[config.mk]
export PLATFORM = sky130hd
export DESIGN_NAME = rs_syndrome_accum
export DESIGN_NICKNAME = d
export VERILOG_FILES = /design/src/rtl/rs_syndrome_accum.sv
export SDC_FILE = /design/constraint.sdc
export NUM_CORES = 1
export LEC_CHECK = 0
export BUFFER_PORTS_ARGS = -buffer_cell sky130_fd_sc_hd__clkbuf_2
export CORE_ASPECT_RATIO = 1.25
export CORE_MARGIN = 4
export CORE_UTILIZATION = 35
export CTS_CLUSTER_SIZE = 20
export DETAILED_ROUTE_END_ITERATION = 12
export GPL_TIMING_DRIVEN = 0
export REMOVE_ABC_BUFFERS = 1
export SKIP_LAST_GASP = 1
export SLEW_MARGIN = 5
export SYNTH_ARGS = -nofsm -noshare
export SYNTH_HDL_FRONTEND = slang
export SYNTH_SLANG_ARGS = --single-unit
[constraint.sdc]
create_clock -name clk -period 4 [get_ports clk]
set_input_delay 0 -clock clk [delete_from_list [all_inputs] [get_ports clk]]
set_output_delay 0 -clock clk [all_outputs]
set_load 0.01 [all_outputs]
[src/rtl/rs_syndrome_accum.sv]
// rtl/rs_syndrome_accum.sv - serial GF(2^8) S0/S1 syndrome accumulator for the Unity ECC decoder
// Optional framing check enabled by defining SYND_LAST_CHECK_EN.
module rs_syndrome_accum #(
    parameter int N_SYM = 80,
    parameter int CNT_W = 8
) (
    input  logic             clk,
    input  logic             rst,
    input  logic             clear,
    input  logic             in_valid,
    output logic             in_ready,
    input  logic [7:0]       in_sym,
    output logic             out_valid,
    input  logic             out_ready,
    output logic [7:0]       s0,
    output logic [7:0]       s1,
    output logic             no_err,
    output logic [CNT_W-1:0] sym_cnt
`ifdef SYND_LAST_CHECK_EN
    ,
    input  logic             in_last,
    output logic             frame_err
`endif
);

    typedef enum logic {ACCUM, DONE} state_t;

    localparam logic [CNT_W-1:0] LAST_CNT = CNT_W'(N_SYM - 1);

    state_t     state;
    state_t     state_next;
    logic [7:0] acc0;
    logic [7:0] acc1;
    logic       accept;
    logic       last_sym;
    logic       result_taken;

    // Multiply by alpha modulo x^8+x^6+x^4+x^3+x^2+x+1.
    function automatic logic [7:0] mul_alpha(input logic [7:0] x);
        mul_alpha = {x[6:0], 1'b0} ^ (x[7] ? 8'h5F : 8'h00);
    endfunction

    assign accept       = in_valid && in_ready;
    assign last_sym     = (sym_cnt == LAST_CNT);
    assign result_taken = out_valid && out_ready;

    always_comb begin
        state_next = state;
        in_ready   = 1'b0;
        out_valid  = 1'b0;
        case (state)
            ACCUM: begin
                in_ready = 1'b1;
                if (accept && last_sym) begin
                    state_next = DONE;
                end
            end
            DONE: begin
                out_valid = 1'b1;
                if (out_ready) begin
                    state_next = ACCUM;
                end
            end
            default: state_next = ACCUM;
        endcase
        if (clear) begin
            state_next = ACCUM;
        end
    end

    always_ff @(posedge clk) begin
        if (rst) begin
            state <= ACCUM;
        end else begin
            state <= state_next;
        end
    end

    // Horner form: symbols arrive highest index first, so acc1 = acc1*alpha ^ c.
    always_ff @(posedge clk) begin
        if (rst || clear || result_taken) begin
            acc0    <= 8'h00;
            acc1    <= 8'h00;
            sym_cnt <= '0;
        end else if (accept) begin
            acc0    <= acc0 ^ in_sym;
            acc1    <= mul_alpha(acc1) ^ in_sym;
            sym_cnt <= sym_cnt + 1'b1;
        end
    end

`ifdef SYND_LAST_CHECK_EN
    always_ff @(posedge clk) begin
        if (rst || clear || result_taken) begin
            frame_err <= 1'b0;
        end else if (accept && (in_last != last_sym)) begin
            frame_err <= 1'b1;
        end
    end
`endif

    assign s0     = acc0;
    assign s1     = acc1;
    assign no_err = (acc0 == 8'h00) && (acc1 == 8'h00);

endmodule

Word level (Yosys, flattened, before mapping)
Index checks and enable logic that the tools add are counted.

Flip-flop bits (word level): 25. Latch bits: 0. Bits in writable memories: 0. Memory bits (read-only): 0. Input bits: 13. Output and inout bits: 27. Logic and storage cells: 25. Memories: 0.

$add $sub $neg: 1. Multipliers: 0. Divide/modulo/power cells: 0. Magnitude comparators: 0. Equality and inequality tests: 1. Shift-type cells: 0. Mux-type cells: 6. Bitwise operators: 4. Reduce and logical (&&, ||, !) cells: 9.

Operator list (count): 8-bit zero test (2); 8-bit XOR (2); 8-bit by 1-bit adder with 8-bit output (second input constant) (1); 8-bit by 7-bit == test with 1-bit output (second input constant) (1); 8-bit by 7-bit XOR with 8-bit output (1); 7-bit 2-to-1 mux (1); 1-bit logical AND (4); 1-bit 2-to-1 mux (4); 1-bit logical OR (2); 1-bit one-hot mux with 2 select lines (1); 2-bit OR reduction (1); 1-bit inverter (1).

Depth between registers and ports, before layout
Gate-level depths: netlist (run 1).

Depth after elaboration: 5. Gate-level depth with buffers: 4.

Least setup slack after synthesis (run 1)
No wires, ideal clock.

Path kind: register -> register. Start point: reg sym_cnt[0]. End point: reg sym_cnt[6]. Setup time: 0.070 ns. Arrival time: 1.326 ns. Data required time: 3.930 ns. Slack: 2.604 ns. Cell stages (with the launch flop): 5. Clock period less this slack: 1.396 ns. Cell sequence: dfxtp_1 > ha_1 > nand3b_1 > or4_1 > a21oi_1.

Cells in the longest elaborated chain, start to end: 1.

Ends and longest elaborated chain: start, declared (RTL line 18) `output logic [CNT_W-1:0] sym_cnt`; start signal, assigned (RTL line 88) `sym_cnt <= sym_cnt + 1'b1;`; 8-bit by 1-bit adder with 8-bit output (RTL line 88).

No other way between the ends. A chain may end at the register's enable or synchronous reset.

Final worst setup path (run 1)
Start point: reg sym_cnt[4]. End point: reg state.

Cells in the longest elaborated chain, start to end: 4.

Ends and longest elaborated chain: 8-bit by 7-bit == test with 1-bit output (RTL line 44) `assign last_sym = (sym_cnt == LAST_CNT);`; 1-bit logical AND (RTL line 54) `if (accept && last_sym) begin`; 1-bit 2-to-1 mux (RTL line 54); 1-bit one-hot mux with 2 select lines (RTL line 51) `case (state)`; end signal, assigned (RTL line 75) `state <= state_next;`; end, declared (RTL line 30) `state_t state;`.

No other way between the ends.

==> results of run 1 <==
-- sequential cells by signal, summed over array words and instances (netlist names) --
name and flops:
s0 8, s1 8, sym_cnt 8, state 1
-- area by class of cell --
cell class                 count  area (um^2)  share of cell area
multi-input combinational     96          648               0.441
inverter                       3         11.3             0.00766
clock buffer                   3         41.3              0.0281
tap                           37         46.3              0.0315
clock inverter                 1         7.51             0.00511
sequential                    25          500               0.340
timing repair buffer          41          215               0.146
-- layer usage --
layer / vias to the layer above / track usage
met3: 2 / 0.0230
met4: 0 / 0.0369
li1: 543 / -
met1: 483 / 0.152
met5: - / 0
met2: 27 / 0.239
-- cells by family (layout without fill, tap and decap cells) --
kind of cell	Yosys count	in the layout	synth area share
adders and majority gates	1	1	0.0106
buffers and inverters	8	48	0.0265
muxes	4	4	0.0339
AOI/OAI and AO/OA	21	21	0.110
and+or+nand+nor	52	52	0.261
DFF	25	25	0.424
xor gates and xnor gates	18	18	0.134
-- through the flow --
stage,cells,utilization,cell area [um^2],setup slack (ns),hold slack (ns)
after floorplan,124,-,1160,2.60,0.0690
after global placement,200,0.435,1400,2.37,0.189
after detailed placement,200,0.435,1400,2.33,0.190
after CTS,206,0.456,1470,2.10,0.0468
after global routing,206,0.456,1470,1.98,0.0531
final,206,0.456,1470,2.11,0.0468
-- synth_stat cells (all sizes together) (2+ instances only) --
library cell  instances
nor2                 13
nand3b                9
clkbuf                3
xor2                  8
nand2                 9
o21ai                 2
o31ai                 3
buf                   2
dfxtp                25
inv                   3
nand3                 2
and3b                 2
or3                   3
xnor2                10
nor4                  4
a21oi                10
mux2i                 4
or4                   3
a211oi                3
-- power by group --
group	switching, mW	internal, mW	leakage, nW
clock network	0.0814	0.0705	0.0217
registers	0.00902	0.256	0.203
logic	0.0334	0.0300	0.396
-- path summary, 6_finish.rpt --
kind / startpoint / to / slack [ns] / cells after the start
worst max-delay path: sym_cnt[4] / state / 2.11 / 4
worst min-delay path: in_sym[0] / s1[0] / 0.05 / 3
worst max register to register: sym_cnt[4] / state / 2.11 / 4
worst min register to register: s1[2] / s1[2] / 0.50 / 2
-- worst register-to-register path: stages, from the launching register on --
cell	delay (ns)
dfxtp_1	0.37
or4b_1	0.52
o32a_1	0.30
nor3_2	0.10
dlygate4sd3_1	0.55
-- layout by cell type (no fill, tap or decap) --
cell type	n
clkbuf_8	3
a31oi_1	1
nor2_1	13
xnor2_1	10
and3b_1	2
nor3_2	1
ha_1	1
a211o_1	1
nand2b_1	1
a211oi_1	3
inv_1	3
o21ai_0	2
o32a_1	1
dlygate4sd3_1	2
or4_1	3
o31ai_1	3
dfxtp_1	25
nand2_1	9
a21oi_1	10
clkbuf_2	39
nand4b_2	1
nor2b_1	1
nand3b_1	9
nand3_1	2
mux2i_1	4
xor2_1	8
nor4_1	4
or4b_1	1
and4_1	1
or3_1	3
nor3b_1	1
clkinvlp_4	1
==> metrics, run 1 <==
max cap viols 0; Worst Tran Pin Value ~0.77 ns; Period minus WS final roughly 1.9 ns; post-CTS resize count 0; Hold Path Class in -> reg; final worst-path cycle share 0.472; Pwr per Cell Area ~330 nW/um^2; Max rail drop VDD about 0.19 mV; via count approximately 1,100; antenna violations before repair 0; CP peak stage delay 0.55 ns; startpoint types flop; port buffer count 39; Max FO, Critical Path 7; leakage power 0.620 nW; layout cells sized above 1 0.266; DR WL/cell 13.5 um; clk sinks 25; Clk pin slew, worst setup/hold paths 0.09 ns; I/O Pins 40; TritonCTS buffer count 3; DRT antenna net count 0; M1 WL 1200 um; Post-synth EDFFs 0; Post-CTS Hold Buffers 2; area grow syn2layout 24.6%; sequential area share after synthesis 0.424; Total Routed Length 2790 um; global route overflow 0; diode count 0; Post-Syn Area per Cell approximately 9 um^2; hpwl dp 2100 um; final slew viol count 0; # setup viols final 0; CP max-delay cell dlygate4sd3_1; fillers about 330; Fin Clk Skew ~0.009 ns; Distinct cells, synth 31; CP delay by family, top simple AND/OR/NAND/NOR gates; WL met2 around 1400 um; largest net degree at the start of global routing 25; top sig layer met4; total power approximately 0.48 mW; WS Path Type reg -> reg; Vias/cell between 5 and 6; Yosys reg bits 25; H-tree Lvls 1; Initial DRC Count 26; drt pass-1 iters 4; Post-CTS Setup Repair Bufs 0; Core ar. roughly 3200 um^2; largest area contributor in the netlist dfxtp_1; CTS Buffer Depth 2; first-pass GRT wire length ~4500 um; fmax ~0.53 GHz; die height 72.9 um; Cell Area, Synth roughly 1200 um^2; WL met3 roughly 150 um; gr usage total 0.131; die width ~60 um; initial core utilization 0.366; Clk Latency, worst-skew pair ~0.27 ns; Critical Path Sink Type flop; Synth top area share 0.424; slew margin rel. 0.487; nets 184; crit-path cells or4b_1 -> o32a_1 -> nor3_2 -> dlygate4sd3_1; Root Buffer clkbuf_8; ys flop type dfxtp_1; status complete, no violations; row cnt 23; WP data arrival ~2.1 ns; Worst EP required ~4.2 ns; final hold violation count 0; RSZ-0062 raised after global routing no; DIE AREA about 4400 um^2; Buf/Inv on CP 1; synth top area cells dfxtp_1 42%, xnor2_1 7.4%, xor2_1 5.9%; routability-driven placement congestion ratio just over 0.7; vias in the first global route 1,035; TritonCTS clock tree done; Post-Synthesis Cells approximately 130; ys async rst share 0; Remaining DRCs 0; number of synthesis warnings 0; setup tns final 0 ns
No activity file was read; power rests on OpenSTA's default activity.
==> run 2: changes to the inputs <==
Clock period 4 ns to 1.6 ns, I/O delays scaled along.
==> run 2 against run 1 <==
Hold slack worse by 0.018 ns. Maximum frequency increased by 28%. Clock skew about the same. Critical path depth is the same. First-iteration DRC count did not move. Final area up 0.17%. Clock power grew to 2.5 times the previous value. Flip-flop and latch count stayed put. Non-clock buffer count did not move. Largest cell class unchanged. Largest power group unchanged.
==> metrics, run 2 (same netlist as run 1, synthesis figures left out) <==
status complete, no violations; Switching Share 0.258; DR WL/cell 13.6 um; slew margin rel. 0.603; layout cells sized above 1 0.278; area grow syn2layout 24.8%; final setup margin ~0.13 ns; Period minus WS final around 1.5 ns; CP peak stage delay ~0.50 ns; cell depth of the worst flop-to-flop path 4; most frequent cells in the layout 39 x clkbuf_2, 24 x dfxtp_1, 13 x nor2_1; R2R Setup Slk 0.13 ns; FF-to-FF End sym_cnt[6]; final hold violation count 0; hold path endpoint state; start of the worst register-to-register path sym_cnt[0]; Fin Clk Skew 0.00883 ns; Max rail drop VDD approximately 0.48 mV; vias in the first global route 1,057; I/O Pins 40; switching pwr between 0.3 and 0.4 mW; WS Path Type reg -> reg; Root Buffer clkbuf_8; final slew viol count 0; diode count 0; Worst EP required between 1.5 and 2 ns; max cap viols 0; fmax 0.680 GHz; Post-CTS Setup Repair Bufs 0; Clk pin slew, worst setup/hold paths 0.09 ns; most common cell after layout, fill and taps aside clkbuf_2; Comb pwr share 0.133; Clk pwr share 0.317; via count approximately 1,100; routability-driven placement congestion ratio a little over 0.7; TritonCTS clock tree done; CTS Buffer Depth 2; H-tree Lvls 1; clk sinks 25; TritonCTS buffer count 3; die width between 50 and 60 um; fillers between 300 and 400; startpoint types flop; post-route insts no fill approximately 210; Max FO, Critical Path 5; die height about 73 um; Core ar. between 3000 and 4000 um^2; Critical Path Sink Type flop; global route overflow 0; # setup viols final 0; row cnt 23; CP delay by family, top simple AND/OR/NAND/NOR gates; RSZ-0062 raised after global routing no; Vias/cell between 5 and 6; Clk Latency, worst-skew pair ~0.27 ns; first-pass GRT wire length 4540 um; drt pass-1 iters 4; nets about 180; largest net degree at the start of global routing 25; gr usage total 0.133; final worst-path cycle share 0.919; Sequential Power Share 0.550; HP Start out_ready; Pwr per Cell Area 818 nW/um^2; initial core utilization 0.366; worst hold stages 3; hpwl dp around 2100 um; Total Routed Length ~2800 um; port buffer count 39; Inst Count DP 200; DRT antenna net count 0; Worst Tran Pin Value approximately 0.59 ns; Buf/Inv on CP 0; Int Power slightly below 0.9 mW; DIE AREA between 4000 and 5000 um^2; Remaining DRCs 0; crit-path cells ha_1 -> nand3b_1 -> or4_1 -> a21oi_1; antenna violations before repair 0; WP data arrival ~1.7 ns; Hold Path Class in -> reg; CP max-delay cell or4_1; post-layout util 0.457; Setup WS pre-CTS -0.0688 ns; leakage power slightly above 0.6 nW; Initial DRC Count 26
-- run 2: cell count changes in the layout (fill, tap and decap cells not counted) --
cell | before | now
a211o_1 | 1 | 0
a211o_2 | 0 | 1
dfxtp_1 | 25 | 24
dfxtp_2 | 0 | 1
-- run 2: cell type report --
cell class | count | area (um^2) | share of cell area
multi-input combinational | 96 | 649 | 0.441
clock inverter | 1 | 7.51 | 0.00510
clock buffer | 3 | 41.3 | 0.0280
tap | 37 | 46.3 | 0.0314
inverter | 3 | 11.3 | 0.00765
timing repair buffer | 41 | 215 | 0.146
sequential | 25 | 502 | 0.341
-- run 2: per-stage QoR --
| step | hold WS, ns | cell area, um^2 | power (mW) | setup TNS [ns] |
|---|---|---|---|---|
| global route | 0.0394 | 1470 | 1.27 | 0 |
| floorplan | 0.0690 | 1160 | 0.768 | 0 |
| CTS | 0.0294 | 1470 | 1.22 | 0 |
| detailed placement | 0.190 | 1400 | 0.836 | -0.866 |
| global placement | 0.189 | 1400 | 0.832 | -0.287 |
| finish | 0.0285 | 1470 | 1.20 | 0 |
-- run 2: timing repair --
action | CTS | global route
endpoints found under the setup margin | 24 | 6
hold endpoints to repair | 1 | 0
gates resized for setup | 1 | 1
hold buffers | 2 | 0
-- run 2: per-layer routing --
metal  track usage  vias up  part of all wire
met4        0.0369        0            0.0047
met3        0.0230        2             0.058
met5             0        -                 0
li1              -      541                 -
met2         0.245       31              0.52
met1         0.152      486              0.42
-- run 2: how the worst max path moves through the flow --
stage | start | to | slack (ns) | cells after the start
floorplan | sym_cnt[0] | sym_cnt[6] | 0.20 | 4
detailed placement | state | s0[6] | -0.07 | 2
global route | state | sym_cnt[7] | 0.04 | 3
CTS | state | sym_cnt[7] | 0.008 | 3
global placement | state | s0[6] | -0.03 | 2
finish | sym_cnt[0] | sym_cnt[6] | 0.13 | 4
-- run 2: power groups by stage --
stage	logic [mW]	registers, mW	clock network [mW]
2_1_floorplan	0.0866	0.681	0
3_3_place_gp	0.156	0.676	0
3_5_place_dp	0.158	0.678	0
4_1_cts	0.163	0.663	0.393
5_1_grt	0.179	0.666	0.428
6_report	0.160	0.662	0.381
-- run 2: worst min-delay path, cell delays in order --
cell,delay [ns]
clkbuf_2,0.10
o32a_1,0.14
nor3_2,0.04
==> run 3: changes to the inputs <==
Settings changed: RECOVER_POWER set to 25.
==> run 3 against run 2 <==
Final area fell by 1.1%. Hold slack about the same. Critical path depth stayed put. First-iteration DRC count fell by 7.7%. Sequential power about the same. Die area unchanged.
==> metrics, run 3 (same netlist as run 1, synthesis figures left out) <==
Critical Path Sink Type flop; RSZ-0062 raised after global routing no; CP max-delay cell or4_1; clk sinks 25; Worst EP required between 1.5 and 2 ns; startpoint types flop; most frequent cells in the layout 26 x clkbuf_2, 24 x dfxtp_1, 13 x nor2_1, 13 x clkbuf_1; routability-driven placement congestion ratio roughly 0.71; status complete, no violations; Period minus WS final approximately 1.5 ns; most common cell after layout, fill and taps aside clkbuf_2; largest net degree at the start of global routing 25; fmax slightly below 0.7 GHz; max cap viols 0; Total Routed Length around 2800 um; Post-CTS Setup Repair Bufs 0; CP peak stage delay 0.50 ns; TritonCTS buffer count 3; Core ar. ~3200 um^2; top sig layer met4; via count 1,064; die height 72.9 um; initial core utilization 0.366; Initial DRC Count 24; Fin Clk Skew 0.00896 ns; crit-path cells ha_1 -> nand3b_1 -> or4_1 -> a21oi_1; Clk Latency, worst-skew pair between 0.2 and 0.3 ns; global route overflow 0; WL met3 approximately 180 um; M1 WL ~1200 um; CTS Buffer Depth 2; Vias/cell just over 5; Max FO, Critical Path 5; I/O Pins 40; slew margin rel. 0.609; first-pass GRT wire length 4540 um; Remaining DRCs 0; row cnt 23; H-tree Lvls 1; setup tns final 0 ns; vias in the first global route approximately 1,100; WL met2 between 1000 and 1500 um; Max rail drop VDD around 0.48 mV; layout cells sized above 1 0.201; Pwr per Cell Area 826 nW/um^2; hpwl dp 2100 um; Inst Count DP 200; Clk pin slew, worst setup/hold paths 0.09 ns; Root Buffer clkbuf_8; diode count 0; Hold Path Class in -> reg; post-route insts no fill approximately 210; DRT antenna net count 0; final hold violation count 0; final worst-path cycle share 0.919; DIE AREA approximately 4400 um^2; Worst Tran Pin Value slightly below 0.6 ns; WP data arrival between 1.5 and 2 ns; nets about 180; leakage power about 0.57 nW; antenna violations before repair 0; final slew viol count 0; gr usage total 0.133; WS Path Type reg -> reg; TritonCTS clock tree done; port buffer count 39; area grow syn2layout 23.4%; drt pass-1 iters 4; # setup viols final 0; DR WL/cell 13.7 um; die width ~60 um
## run 3: worst paths after layout
kind | startpoint | endpoint | slack, ns | cells past startpoint
setup / recovery | sym_cnt[0] | sym_cnt[6] | 0.13 | 4
hold reg to reg | s1[2] | s1[2] | 0.50 | 2
setup reg to reg | sym_cnt[0] | sym_cnt[6] | 0.13 | 4
hold / removal | out_ready | state | 0.03 | 3
## run 3: through the flow
| stage | hold slack (ns) | power (mW) | cell area [um^2] | util | setup WS, ns |
|---|---|---|---|---|---|
| 2_1_floorplan | 0.0690 | 0.768 | 1160 | - | 0.199 |
| 3_3_place_gp | 0.189 | 0.832 | 1400 | 0.435 | -0.0262 |
| 3_5_place_dp | 0.190 | 0.836 | 1400 | 0.435 | -0.0688 |
| 4_1_cts | 0.0294 | 1.22 | 1470 | 0.457 | 0.00768 |
| 5_1_grt | 0.0394 | 1.27 | 1460 | 0.452 | 0.0401 |
| 6_report | 0.0283 | 1.20 | 1460 | 0.452 | 0.129 |
## run 3: worst max-delay path: cells and delay by family, from the launching register on
kind | cells | cell delay, ns
simple gates | 2 | 0.65
flops | 1 | 0.43
compound gates | 1 | 0.14
fa+ha+maj | 1 | 0.20
## run 3: layout make-up
class,count,area [um^2]
clock buffer,3,41.3
sequential,25,502
inverter,3,11.3
clock inverter,1,7.51
fill,338,1770
tap,37,46.3
timing repair buffer,41,199
multi-input combinational,96,649
## run 3: layer usage
layer,global-route usage,vias up
met5,0,-
met4,0.0369,0
met3,0.0230,2
met2,0.245,33
met1,0.152,489
li1,-,540
## run 3: what timing repair did
item                                   CTS  global route
hold buffers                             2             0
setup endpoints to repair               24             6
endpoints found under the hold margin    1             0
resized for setup                        1             1
## run 3: report_power, final
part	switching, mW	leakage, nW	internal, mW	total, mW
clock network	0.205	0.0217	0.176	0.381
registers	0.0223	0.204	0.640	0.662
logic	0.0840	0.348	0.0747	0.159
